===== config.mk =====
export PLATFORM = sky130hd
export DESIGN_NAME = chif_frame_engine_flat
export DESIGN_NICKNAME = d
export VERILOG_FILES = /design/src/rtl/chif_frame_if.sv /design/src/rtl/chif_frame_engine.sv /design/src/flat_wrapper.sv
export SDC_FILE = /design/constraint.sdc
export NUM_CORES = 1
export LEC_CHECK = 0
export BUFFER_PORTS_ARGS = -buffer_cell sky130_fd_sc_hd__buf_4
export CORE_ASPECT_RATIO = 0.75
export CORE_MARGIN = 3
export CORE_UTILIZATION = 40
export CTS_CLUSTER_SIZE = 24
export DETAILED_ROUTE_END_ITERATION = 8
export PLACE_DENSITY = 0.74
export SLEW_MARGIN = 20
export SYNTH_ARGS = -nofsm -noshare
export SYNTH_HDL_FRONTEND = slang
export SYNTH_SLANG_ARGS = --single-unit

===== constraint.sdc =====
create_clock -name chif_clk -period 1.9 [get_ports chif_clk]
set_input_delay 0.19 -clock chif_clk [delete_from_list [all_inputs] [get_ports chif_clk]]
set_output_delay 0.19 -clock chif_clk [all_outputs]
set_load 0.05 [all_outputs]

===== src/rtl/chif_frame_if.sv =====
// Byte-stream handshake bundle between the JTAG MAC FIFOs and the chif frame engine.
interface chif_frame_if;
    logic [7:0] chif_din;
    logic       chif_din_valid;
    logic       chif_din_ready;
    logic [7:0] chif_dout;
    logic       chif_dout_valid;
    logic       chif_dout_ready;

    modport master (
        output chif_din, chif_din_valid, chif_dout_ready,
        input  chif_din_ready, chif_dout, chif_dout_valid
    );

    modport slave (
        input  chif_din, chif_din_valid, chif_dout_ready,
        output chif_din_ready, chif_dout, chif_dout_valid
    );
endinterface


===== src/rtl/chif_frame_engine.sv =====
// Chif-side frame engine: collects an input frame, runs the DUT N cycles, returns its output frame.
// Optional build macro CHIF_FRAME_LOOPBACK_EN captures dut_din instead of dut_dout.
module chif_frame_engine #(
    parameter int unsigned IN_BYTES  = 4,
    parameter int unsigned OUT_BYTES = 4
) (
    input  logic                   chif_clk,
    input  logic                   reset,
    chif_frame_if.slave            bus,
    input  logic [15:0]            chif_simcycle,
    output logic [IN_BYTES*8-1:0]  dut_din,
    output logic                   dut_clk_en,
    input  logic [OUT_BYTES*8-1:0] dut_dout,
    output logic                   err_overflow
);
    typedef enum logic [1:0] {COLLECT, RUN, CAPTURE, SEND} state_t;

    localparam logic [6:0]  IN_N      = 7'(IN_BYTES);
    localparam logic [6:0]  OUT_N     = 7'(OUT_BYTES);
    localparam int unsigned MIN_BYTES = (IN_BYTES < OUT_BYTES) ? IN_BYTES : OUT_BYTES;

    state_t                 r_state, w_next;
    logic [6:0]             r_byte_cnt, r_out_cnt;
    logic                   r_rdy_d1;
    logic [15:0]            r_cyc_left;
    logic [OUT_BYTES*8-1:0] r_out_sr, w_cap;
    logic [IN_BYTES*8-1:0]  r_dut_din;
    logic [7:0]             r_dout;
    logic                   r_dout_valid, r_err;
    logic                   w_din_ready, w_accept, w_last_in, w_send, w_clk_en;

    // rdy_d1 counts the byte already requested but not yet delivered
    assign w_din_ready = (r_state == COLLECT) && !reset &&
                         ((r_byte_cnt + {6'd0, r_rdy_d1}) < IN_N);
    assign w_accept    = bus.chif_din_valid && (r_state == COLLECT) && (r_byte_cnt < IN_N);
    assign w_last_in   = w_accept && (r_byte_cnt == IN_N - 7'd1);
    assign w_send      = (r_state == SEND) && bus.chif_dout_ready && (r_out_cnt < OUT_N);

`ifdef CHIF_FRAME_LOOPBACK_EN
    always_comb begin
        w_cap = '0;
        for (int unsigned i = 0; i < MIN_BYTES; i++) begin
            w_cap[8*i +: 8] = r_dut_din[8*i +: 8];
        end
    end
`else
    assign w_cap = dut_dout;
`endif

    always_ff @(posedge chif_clk) begin
        if (reset) r_state <= COLLECT;
        else       r_state <= w_next;
    end

    always_comb begin
        w_next   = r_state;
        w_clk_en = 1'b0;
        case (r_state)
            COLLECT: if (w_last_in) w_next = RUN;
            RUN: begin
                w_clk_en = 1'b1;
                if (r_cyc_left <= 16'd1) w_next = CAPTURE;
            end
            CAPTURE: w_next = SEND;
            SEND:    if (w_send && (r_out_cnt == OUT_N - 7'd1)) w_next = COLLECT;
            default: w_next = COLLECT;
        endcase
    end

    always_ff @(posedge chif_clk) begin
        if (reset) begin
            r_byte_cnt   <= '0;
            r_out_cnt    <= '0;
            r_rdy_d1     <= 1'b0;
            r_cyc_left   <= '0;
            r_out_sr     <= '0;
            r_dut_din    <= '0;
            r_dout       <= '0;
            r_dout_valid <= 1'b0;
            r_err        <= 1'b0;
        end else begin
            r_rdy_d1     <= w_din_ready;
            r_dout_valid <= 1'b0;
            if (bus.chif_din_valid && !w_accept) r_err <= 1'b1;
            case (r_state)
                COLLECT: if (w_accept) begin
                    for (int unsigned i = 0; i < IN_BYTES; i++) begin
                        if (r_byte_cnt == 7'(i)) r_dut_din[8*i +: 8] <= bus.chif_din;
                    end
                    r_byte_cnt <= r_byte_cnt + 7'd1;
                    if (w_last_in)
                        r_cyc_left <= (chif_simcycle == 16'd0) ? 16'd1 : chif_simcycle;
                end
                RUN: r_cyc_left <= r_cyc_left - 16'd1;
                CAPTURE: begin
                    r_out_sr  <= w_cap;
                    r_out_cnt <= '0;
                end
                SEND: if (w_send) begin
                    r_dout       <= r_out_sr[7:0];
                    r_dout_valid <= 1'b1;
                    r_out_sr     <= r_out_sr >> 8;
                    r_out_cnt    <= r_out_cnt + 7'd1;
                    if (r_out_cnt == OUT_N - 7'd1) r_byte_cnt <= '0;
                end
                default: ;
            endcase
        end
    end

    assign bus.chif_din_ready  = w_din_ready;
    assign bus.chif_dout       = r_dout;
    assign bus.chif_dout_valid = r_dout_valid;
    assign dut_din             = r_dut_din;
    assign dut_clk_en          = w_clk_en;
    assign err_overflow        = r_err;
endmodule

===== src/flat_wrapper.sv =====
// flat-port wrapper written by rule: the top's interface ports become plain ports
module chif_frame_engine_flat 
#(
    parameter int unsigned IN_BYTES  = 4,
    parameter int unsigned OUT_BYTES = 4
)
  (chif_clk, reset, chif_simcycle, dut_din, dut_clk_en, dut_dout, err_overflow, bus_chif_din, bus_chif_din_valid, bus_chif_dout_ready, bus_chif_din_ready, bus_chif_dout, bus_chif_dout_valid);
  chif_frame_if bus_i ();
  input  logic chif_clk;
  input  logic reset;
  input  logic [15:0] chif_simcycle;
  output logic [IN_BYTES*8-1:0] dut_din;
  output logic dut_clk_en;
  input  logic [OUT_BYTES*8-1:0] dut_dout;
  output logic err_overflow;
  input wire logic [$bits(bus_i.chif_din)-1:0] bus_chif_din;
  input wire logic [$bits(bus_i.chif_din_valid)-1:0] bus_chif_din_valid;
  input wire logic [$bits(bus_i.chif_dout_ready)-1:0] bus_chif_dout_ready;
  output wire logic [$bits(bus_i.chif_din_ready)-1:0] bus_chif_din_ready;
  output wire logic [$bits(bus_i.chif_dout)-1:0] bus_chif_dout;
  output wire logic [$bits(bus_i.chif_dout_valid)-1:0] bus_chif_dout_valid;
  assign bus_i.chif_din = bus_chif_din;
  assign bus_i.chif_din_valid = bus_chif_din_valid;
  assign bus_i.chif_dout_ready = bus_chif_dout_ready;
  assign bus_chif_din_ready = bus_i.chif_din_ready;
  assign bus_chif_dout = bus_i.chif_dout;
  assign bus_chif_dout_valid = bus_i.chif_dout_valid;
  chif_frame_engine #(.IN_BYTES(IN_BYTES), .OUT_BYTES(OUT_BYTES)) u_core (.chif_clk(chif_clk), .reset(reset), .bus(bus_i), .chif_simcycle(chif_simcycle), .dut_din(dut_din), .dut_clk_en(dut_clk_en), .dut_dout(dut_dout), .err_overflow(err_overflow));
endmodule

==> results of run 1 <==
[power breakdown]
group | internal, mW | switching [mW]
Sequential | 2.46 | 0.185
Clock | 0.916 | 0.878
Combinational | 0.978 | 1.53
[metrics by stage]
stage / area [um^2] / instances
2_1_floorplan: 4820 / 578
3_3_place_gp: 5800 / 822
3_5_place_dp: 5800 / 822
4_1_cts: 6110 / 838
5_1_grt: 6140 / 839
6_report: 6140 / 839
[metal layers]
metal	track usage, %	vias up	share of wire, %
met5	0	-	0
met4	6.55	0	1.4
met3	4.14	16	5.1
met2	29.1	131	47
met1	23.7	2119	47
li1	-	2242	-
[final cells by class]
type	count	area share (%)
Tap cell	162	3.30
Inverter	16	0.978
Clock buffer	10	3.73
Timing Repair Buffer	123	15.8
Multi-Input combinational cell	415	40.4
Clock inverter	6	0.876
Sequential cell	107	35.0
[cells in the mapped netlist (all sizes together) (2+ instances only)]
library cell    n  area share [%]
dfxtp         107              44
nand2          89             6.9
a21oi          66             6.9
nor2           46             3.6
nand3          41             4.4
a211oi         30             4.7
mux2i          26             5.4
clkbuf         22             1.7
buf            19             2.2
o21ai          17             1.9
inv            16             1.2
ha             12             3.1
nor3           11             1.1
and3            8             1.0
a31oi           7            0.91
nor4            7             1.5
nor2b           6            0.78
and2            5            0.65
nand4           5            0.65
o22ai           5            0.65
a21boi          4            0.70
a41oi           3            0.55
o21a            3            0.62
and4b           2            0.42
o211a           2            0.42
o31ai           2            0.31
or4             2            0.31
[cells by family after synthesis]
kind of cell	after synthesis
flops	107
compound gates	148
mux	27
buf+inv	57
fa+ha+maj	12
simple gates	227
[placed cells by master, fill, tap and decap left out, types with 4 or more instances in the layout]
cell type	count
nor2_1	46
buf_4	118
nand3_1	40
ha_1	8
nand2_1	89
clkbuf_16	9
and2_1	5
a211oi_1	30
nor2b_1	6
o22ai_1	5
mux2i_1	26
nand4_1	5
inv_1	15
nor3_1	10
a31oi_1	7
dfxtp_1	103
o21ai_0	15
and3_1	8
a21oi_1	66
nor4_1	4
[sequential cells by signal, indices dropped and copies added (netlist names)]
register	cells
u_core.dut_din	32
u_core.r_out_sr	32
u_core.r_out_cnt	7
u_core.r_cyc_left	16
u_core.r_byte_cnt	7
u_core.bus.chif_dout_valid	1
u_core.r_state	2
u_core.bus.chif_dout	8
u_core.err_overflow	1
u_core.r_rdy_d1	1
[tightest hold or removal path, delay by kind of cell]
kind | cells | cell delay [ps]
buffers and inverters | 1 | 110
AND/OR/NAND/NOR | 1 | 50
AO/OA/AOI/OAI | 1 | 50
[timing repair]
action | CTS | global route
pin swaps | 2 | 1
cloned | 0 | 1
gates resized for setup | 8 | 8
endpoints found under the setup margin | 2 | 34
[worst paths after layout]
| kind | to | from | cells past startpoint | slack, ps |
|---|---|---|---|---|
| setup / recovery | bus_chif_din_ready | u_core.r_byte_cnt[3]$_SDFFE_PP0P_ | 4 | -30 |
| hold reg to reg | u_core.bus.chif_dout[1]$_SDFFE_PP0P_ | u_core.r_out_sr[1]$_SDFFE_PP0P_ | 2 | 460 |
| hold / removal | u_core.r_out_sr[24]$_SDFFE_PP0P_ | dut_dout[24] | 3 | 90 |
| setup reg to reg | u_core.r_cyc_left[0]$_SDFFE_PP0P_ | u_core.r_state[0]$_SDFFE_PP0P_ | 7 | 80 |
==> flow_metrics.tcl, run 1 <==
set metrics [dict create \
    cp-start-kind "flip-flop" \
    start_util_pct 41.3 \
    port_buffers 103 \
    viasPerCell 5.37 \
    cts_tree "done" \
    status "finished, violations left" \
    cp_cell_sequence "or4_4 -> nor3_4 -> o211a_1 -> buf_6" \
    core_mm2 0.0117 \
    grt_overflow_total 0 \
    skew_ps 7.72 \
    critPathBufInv 1 \
    numCtsBuffers 9 \
    drive_above_1_share_pct 24.1 \
    synth_compound_area_share_pct 19.5 \
    grt_use_total_pct 18.0 \
    synth_area_per_cell_um2 8.33 \
    wire_per_inst_um 14.6 \
    grt_pass1_wl_um 19600 \
    crit_type "flip-flop to output pin" \
    post-route-min-period_ps 1930 \
    slowest_stage "or4_4" \
    ys_ff_latch 107 \
    finalWorstSetupSlack_ps -25.9 \
    vias 4508 \
    cts_buffer_depth 2 \
    antenna_found_initial 0 \
    rows 34 \
    synth_nets 650 \
    hold_violations 0 \
    drt_iter0_markers 257 \
    crit_family "simple AND/OR/NAND/NOR gates" \
    rsz0062_at_grt "yes" \
    remaining_drc_errors 0 \
    clock_latency_ps 350 \
    synth_top_family_by_area "simple AND/OR/NAND/NOR gates" \
    root_buffer "clkbuf_16" \
    drt-total-wl_um 12300 \
    required_ps 1710 \
    total_power_mw 6.95 \
    syn_to_final_growth_pct 27.5 \
    critPathMaxStageDelay_ps 560 \
    diodes 0 \
    hold_class "input port to flip-flop" \
    finalWeightedCongestion 0.891 \
    fmax_mhz 519 \
    synth_edf_count 0 \
    ys_seq_area_share_pct 44.5 \
    regArea_mm2 0.00215 \
    place_ws_ps 39.7 \
    clkTransAtPathRegs_ps 70 \
    synthXorXnorAreaFrac_pct 0 \
    violations "setup timing" \
    synthMuxAreaShare_pct 5.64 \
    syn_inst 578 \
    syn_area_mm2 0.00482 \
    synthAdderAreaFrac_pct 3.12 \
    nFillCells 1107 \
    fp.dieH_um 101 \
    ir_drop_v 0.000533 \
    drv_slew 0 \
    multi_input_area_mm2 0.00248 \
    cp-end-kind "output pin" \
    cap_violations 0 \
    firstDrtPassIters 4 \
    timing.final.crit_share_pct 101 \
    synth-simple-area-share_pct 22.1 \
    finalNetCount 744 \
    htreeDepth 3 \
    hold_ws_ps 91.1 \
    grt_pass1_vias 4143 \
    powerDensity_mw_per_mm2 1130 \
    final-setup-viol-count 1 \
    setup_tns_ps -25.9 \
    ios 104 \
    ant_nets 0 \
    leakage_nw 2.32 \
    hpwl_um 8760 \
    cts_setup_buffers 0 \
    die_w_um 133 \
    die-area_mm2 0.0134 \
    cts.sink_count 107 \
    worst-path-max-fanout 5 \
    tightest_slew_ps 489 \
    cts_hold_buf 0 \
    max_slew_margin_pct 67.1 \
    grt_max_degree 59 \
    async_reset_ff_share_pct 0 \
    crit_arrival_ps 1740 \
    ys_types 50 \
    ys.flop_type "dfxtp_1" \
    fin_util_pct 52.7 \
    yosys_warnings 0 \
]
(Power assumes the default switching activity.)
==> inputs of run 2 (changes only) <==
CORE_UTILIZATION = 54   (was 40)
GPL_TIMING_DRIVEN = 0   (was not set)
PLACE_DENSITY = 0.91   (was 0.74)
==> run 2 against run 1 <==
The flow still finishes with violations (setup timing). Clock skew hardly changed. Die area down 25%. Sequential share of layout area grew 0.061 points. Sequential cell count stayed put. Non-clock buffer count rose by 26.
==> flow_metrics.tcl, run 2 (synthesis results as in run 1) <==
set metrics [dict create \
    fin_util_pct 71.7 \
    core_mm2 0.00856 \
    combinationalPowerShare_pct 36.3 \
    finalWorstSetupSlack_ps -46.8 \
    viasPerCell 6.06 \
    crit_type "flip-flop to output pin" \
    powerDensity_mw_per_mm2 1140 \
    pwr-share-clk_pct 25.6 \
    tightest_slew_ps 650 \
    grt_pass1_wl_um 22000 \
    worst-path-max-fanout 2 \
    hold_class "input port to flip-flop" \
    finalNetCount 769 \
    start_util_pct 56.2 \
    drt-total-wl_um 14300 \
    internal_power_mw 4.32 \
    wire_per_inst_um 17.6 \
    port_buffers 102 \
    seqPwrFrac_pct 38.1 \
    cts_buffer_depth 2 \
    final-setup-viol-count 1 \
    crit_arrival_ps 1760 \
    ant_nets 0 \
    ir_drop_v 0.000677 \
    antenna_found_initial 0 \
    grt_overflow_total 0 \
    leakage_nw 2.39 \
    final_common_cell "buf_4" \
    final_area_mm2 0.00614 \
    switching_power_mw 2.67 \
    root_buffer "clkbuf_16" \
    hold_violations 0 \
    clkTransAtPathRegs_ps 70 \
    nFillCells 607 \
    sw_frac_of_total_pct 38.2 \
    hpwl_um 9940 \
    numCtsBuffers 9 \
    status "finished, violations left" \
    drt_iter0_markers 529 \
    placed_cell_area_mm2 0.00572 \
    violations "setup timing" \
    cts.sink_count 107 \
    place_ws_ps -191 \
    htreeDepth 3 \
    cp-end-kind "output pin" \
    timing.final.crit_share_pct 102 \
    rrSetupSlack_ps 30 \
    die-area_mm2 0.0101 \
    grt_pass1_vias 4593 \
    firstDrtPassIters 7 \
    final_cell_mix "buf_4 (113), dfxtp_1 (102), nand2_1 (85)" \
    cp-start-kind "flip-flop" \
    finalWeightedCongestion 0.938 \
    grt_max_degree 18 \
    die_w_um 115 \
    skew_ps 7.50 \
    vias 4908 \
    cts_tree "done" \
    required_ps 1710 \
    setup_tns_ps -46.8 \
    drive_above_1_share_pct 24.9 \
    fmax_mhz 514 \
    cts_hold_buf 0 \
    cap_violations 0 \
    post-route-min-period_ps 1950 \
    grt_use_total_pct 27.4 \
    ios 104 \
    fp.dieH_um 87.8 \
    syn_to_final_growth_pct 27.5 \
    drv_slew 0 \
    remaining_drc_errors 0 \
    rsz0062_at_grt "yes" \
    diodes 0 \
    max_slew_margin_pct 56.7 \
    rows 29 \
    clock_latency_ps 350 \
]
## run 2: changes by cell type in the layout (fill, tap and decap cells not counted), moves of 4 or more
cell      before  now
clkbuf_1       1   16
clkinv_2       0    4
nand2_1       89   85
buf_2          0   10
buf_4        118  113
## run 2: power by group through the flow
stage / Combinational, mW / Clock [mW] / Sequential, mW
detailed placement: 2.34 / 0 / 2.69
floorplan: 1.54 / 0 / 2.83
CTS: 2.37 / 1.78 / 2.64
finish: 2.54 / 1.79 / 2.67
global route: 2.75 / 1.87 / 2.69
global placement: 2.26 / 0 / 2.67
## run 2: area by class of cell
cell class,instances,area [um^2],share of cell area (%)
Inverter,16,60.1,0.978
Buffer,40,204,3.32
Tap cell,108,135,2.20
Clock inverter,6,37.5,0.611
Multi-Input combinational cell,414,2490,40.6
Clock buffer,10,239,3.89
Timing Repair Buffer,109,822,13.4
Sequential cell,107,2150,35.1
## run 2: stage by stage
stage          power [mW]  std cells  hold WS, ps
2_1_floorplan        4.37        578          326
3_3_place_gp         4.94        788          440
3_5_place_dp         5.03        788          447
4_1_cts              6.78        804         94.5
5_1_grt              7.31        810         92.9
6_report             6.99        810         93.3
## run 2: final timing paths
kind | cells after the start | start | to
worst max-delay path | 4 | u_core.r_byte_cnt[4]$_SDFFE_PP0P_ | bus_chif_din_ready
worst max register to register | 7 | u_core.r_byte_cnt[4]$_SDFFE_PP0P_ | u_core.r_byte_cnt[3]$_SDFFE_PP0P_
worst min-delay path | 3 | dut_dout[27] | u_core.r_out_sr[27]$_SDFFE_PP0P_
worst min register to register | 2 | u_core.r_out_sr[6]$_SDFFE_PP0P_ | u_core.bus.chif_dout[6]$_SDFFE_PP0P_
## run 2: per-layer routing
metal	track usage (%)	vias up	wire length, um
met5	0	-	0
met3	6.42	28	1200
met1	36.7	2311	6170
met4	7.25	0	215
li1	-	2288	-
met2	44.8	281	6710
## run 2: timing repair
| item | in CTS | in global routing |
|---|---|---|
| resized for setup | 11 | 29 |
| pin swaps | 3 | 3 |
| setup buffers | 1 | 6 |
| endpoints found under the setup margin | 21 | 85 |
## run 2: worst max-delay path, cell delays in order, from the launching register on
cell     delay [ps]
dfxtp_4         350
or4_4           550
nor3_4          160
o211a_1         190
buf_6           160
==> inputs of run 3 (changes only) <==
CORE_UTILIZATION = 36   (was 54)
PLACE_DENSITY = 0.6   (was 0.91)
SETUP_SLACK_MARGIN = 0.02   (was not set)
==> run 3 against run 2 <==
The run still ends with setup timing left. Total power is 6.8% higher. Worst hold slack better by 12 ps. Global-route usage is 8.4 points lower. Clock power is 22% higher. Die area is 47% higher. Clock skew is 1.6 ps higher. Core utilization is 22 points lower. Critical path type unchanged.
==> flow_metrics.tcl, run 3 (synthesis results as in run 1) <==
set metrics [dict create \
    syn_to_final_growth_pct 30.3 \
    cp-end-kind "output pin" \
    final_area_mm2 0.00627 \
    worst-path-max-fanout 5 \
    crit_type "flip-flop to output pin" \
    post-route-min-period_ps 1980 \
    fp.dieH_um 106 \
    grt_max_degree 18 \
    antenna_found_initial 0 \
    final-setup-viol-count 1 \
    drv_slew 0 \
    hpwl_um 10500 \
    r2r-start "u_core.r_byte_cnt[0]$_SDFFE_PP0P_" \
    die-area_mm2 0.0148 \
    hold_violations 0 \
    viasPerCell 5.39 \
    cap_violations 0 \
    hold_ws_ps 106 \
    max_slew_margin_pct 55.7 \
    rows 35 \
    hold_class "input port to flip-flop" \
    startpoint "u_core.r_byte_cnt[4]$_SDFFE_PP0P_" \
    drt_iter0_markers 342 \
    powerDensity_mw_per_mm2 1190 \
    diodes 0 \
    hp-start "dut_dout[28]" \
    finalWeightedCongestion 0.844 \
    drive_above_1_share_pct 25.1 \
    tightest_slew_ps 665 \
    cp-start-kind "flip-flop" \
    final_common_cell "buf_4" \
    placed_cell_area_mm2 0.00580 \
    die_w_um 140 \
    grt_pass1_vias 4432 \
    ant_nets 0 \
    numCtsBuffers 9 \
    ios 104 \
    final_cell_mix "buf_4 (107), dfxtp_1 (102), nand2_1 (86)" \
    vias 4655 \
    root_buffer "clkbuf_16" \
    start_util_pct 38.1 \
    wire_per_inst_um 16.8 \
    cts_buffer_depth 2 \
    clkTransAtPathRegs_ps 70 \
    timing.final.crit_share_pct 104 \
    grt_pass1_wl_um 22900 \
    required_ps 1710 \
    nFillCells 1233 \
    fmax_mhz 506 \
    finalWorstSetupSlack_ps -75.3 \
    core_mm2 0.0127 \
    ir_drop_v 0.000563 \
    clock_latency_ps 350 \
    remaining_drc_errors 0 \
    port_buffers 102 \
    fin_util_pct 49.6 \
    leakage_nw 2.41 \
    status "finished, violations left" \
    crit_arrival_ps 1790 \
    violations "setup timing" \
    skew_ps 9.08 \
    finalNetCount 765 \
    cts_tree "done" \
    drt-total-wl_um 14500 \
    cts.sink_count 107 \
    grt_use_total_pct 19.0 \
    cts_hold_buf 0 \
    firstDrtPassIters 5 \
    rsz0062_at_grt "yes" \
    htreeDepth 3 \
    grt_overflow_total 0 \
    total_power_mw 7.46 \
]
-- run 3: cell count changes in the layout (fill, tap and decap cells not counted), moves of 3 or more --
| cell | change |
|---|---|
| buf_4 | -6 |
| clkbuf_2 | +3 |
| o21ai_0 | +3 |
| o21ai_1 | -3 |
| bufinv_16 | +3 |
| clkinv_2 | -4 |
-- run 3: worst max-delay path, stage by stage (launching register included) --
cell     delay [ps]
dfxtp_4         370
or4_4           560
nor3_4          150
o211a_1         210
buf_6           160
-- run 3: layout make-up --
class	instances	area, um^2	area share (%)
Multi-Input combinational cell	414	2500	39.8
Tap cell	166	208	3.31
Timing Repair Buffer	105	790	12.6
Clock buffer	10	239	3.81
Buffer	40	216	3.45
Inverter	16	60.1	0.957
Clock inverter	5	108	1.72
Sequential cell	107	2150	34.3
-- run 3: power by group --
part           switching, mW  internal [mW]  total [mW]
logic                   1.64          0.969        2.61
clock network          0.862           1.33        2.19
registers              0.205           2.46        2.67
-- run 3: metal layers --
metal	GRT usage (%)	share of wire [%]	wire length, um	up-vias
met1	27.0	49	7140	2225
li1	-	-	-	2277
met4	4.50	1.2	167	0
met3	3.96	5.3	764	15
met2	29.4	44	6440	138
met5	0	0	0	-
-- run 3: through the flow --
stage | worst slack, ps | setup TNS (ps) | instances
finish | -75.3 | -75.3 | 863
global route | -145 | -145 | 863
CTS | -101 | -101 | 860
detailed placement | -177 | -2560 | 846
global placement | -136 | -1700 | 846
floorplan | 114 | 0 | 578
-- run 3: timing repair --
| action | in CTS | in global routing |
|---|---|---|
| resized for setup | 12 | 32 |
| pin swaps | 1 | 8 |
| setup buffers | 0 | 2 |
| setup endpoints to repair | 43 | 78 |
| gates cloned | 0 | 1 |
-- run 3: worst paths after layout --
path         cells past startpoint  slack [ps]                                   end
max reg2reg                      7         110     u_core.r_cyc_left[9]$_SDFFE_PP0P_
min                              3         110      u_core.r_out_sr[28]$_SDFFE_PP0P_
max                              4         -80                    bus_chif_din_ready
min reg2reg                      2         450  u_core.bus.chif_dout[7]$_SDFFE_PP0P_
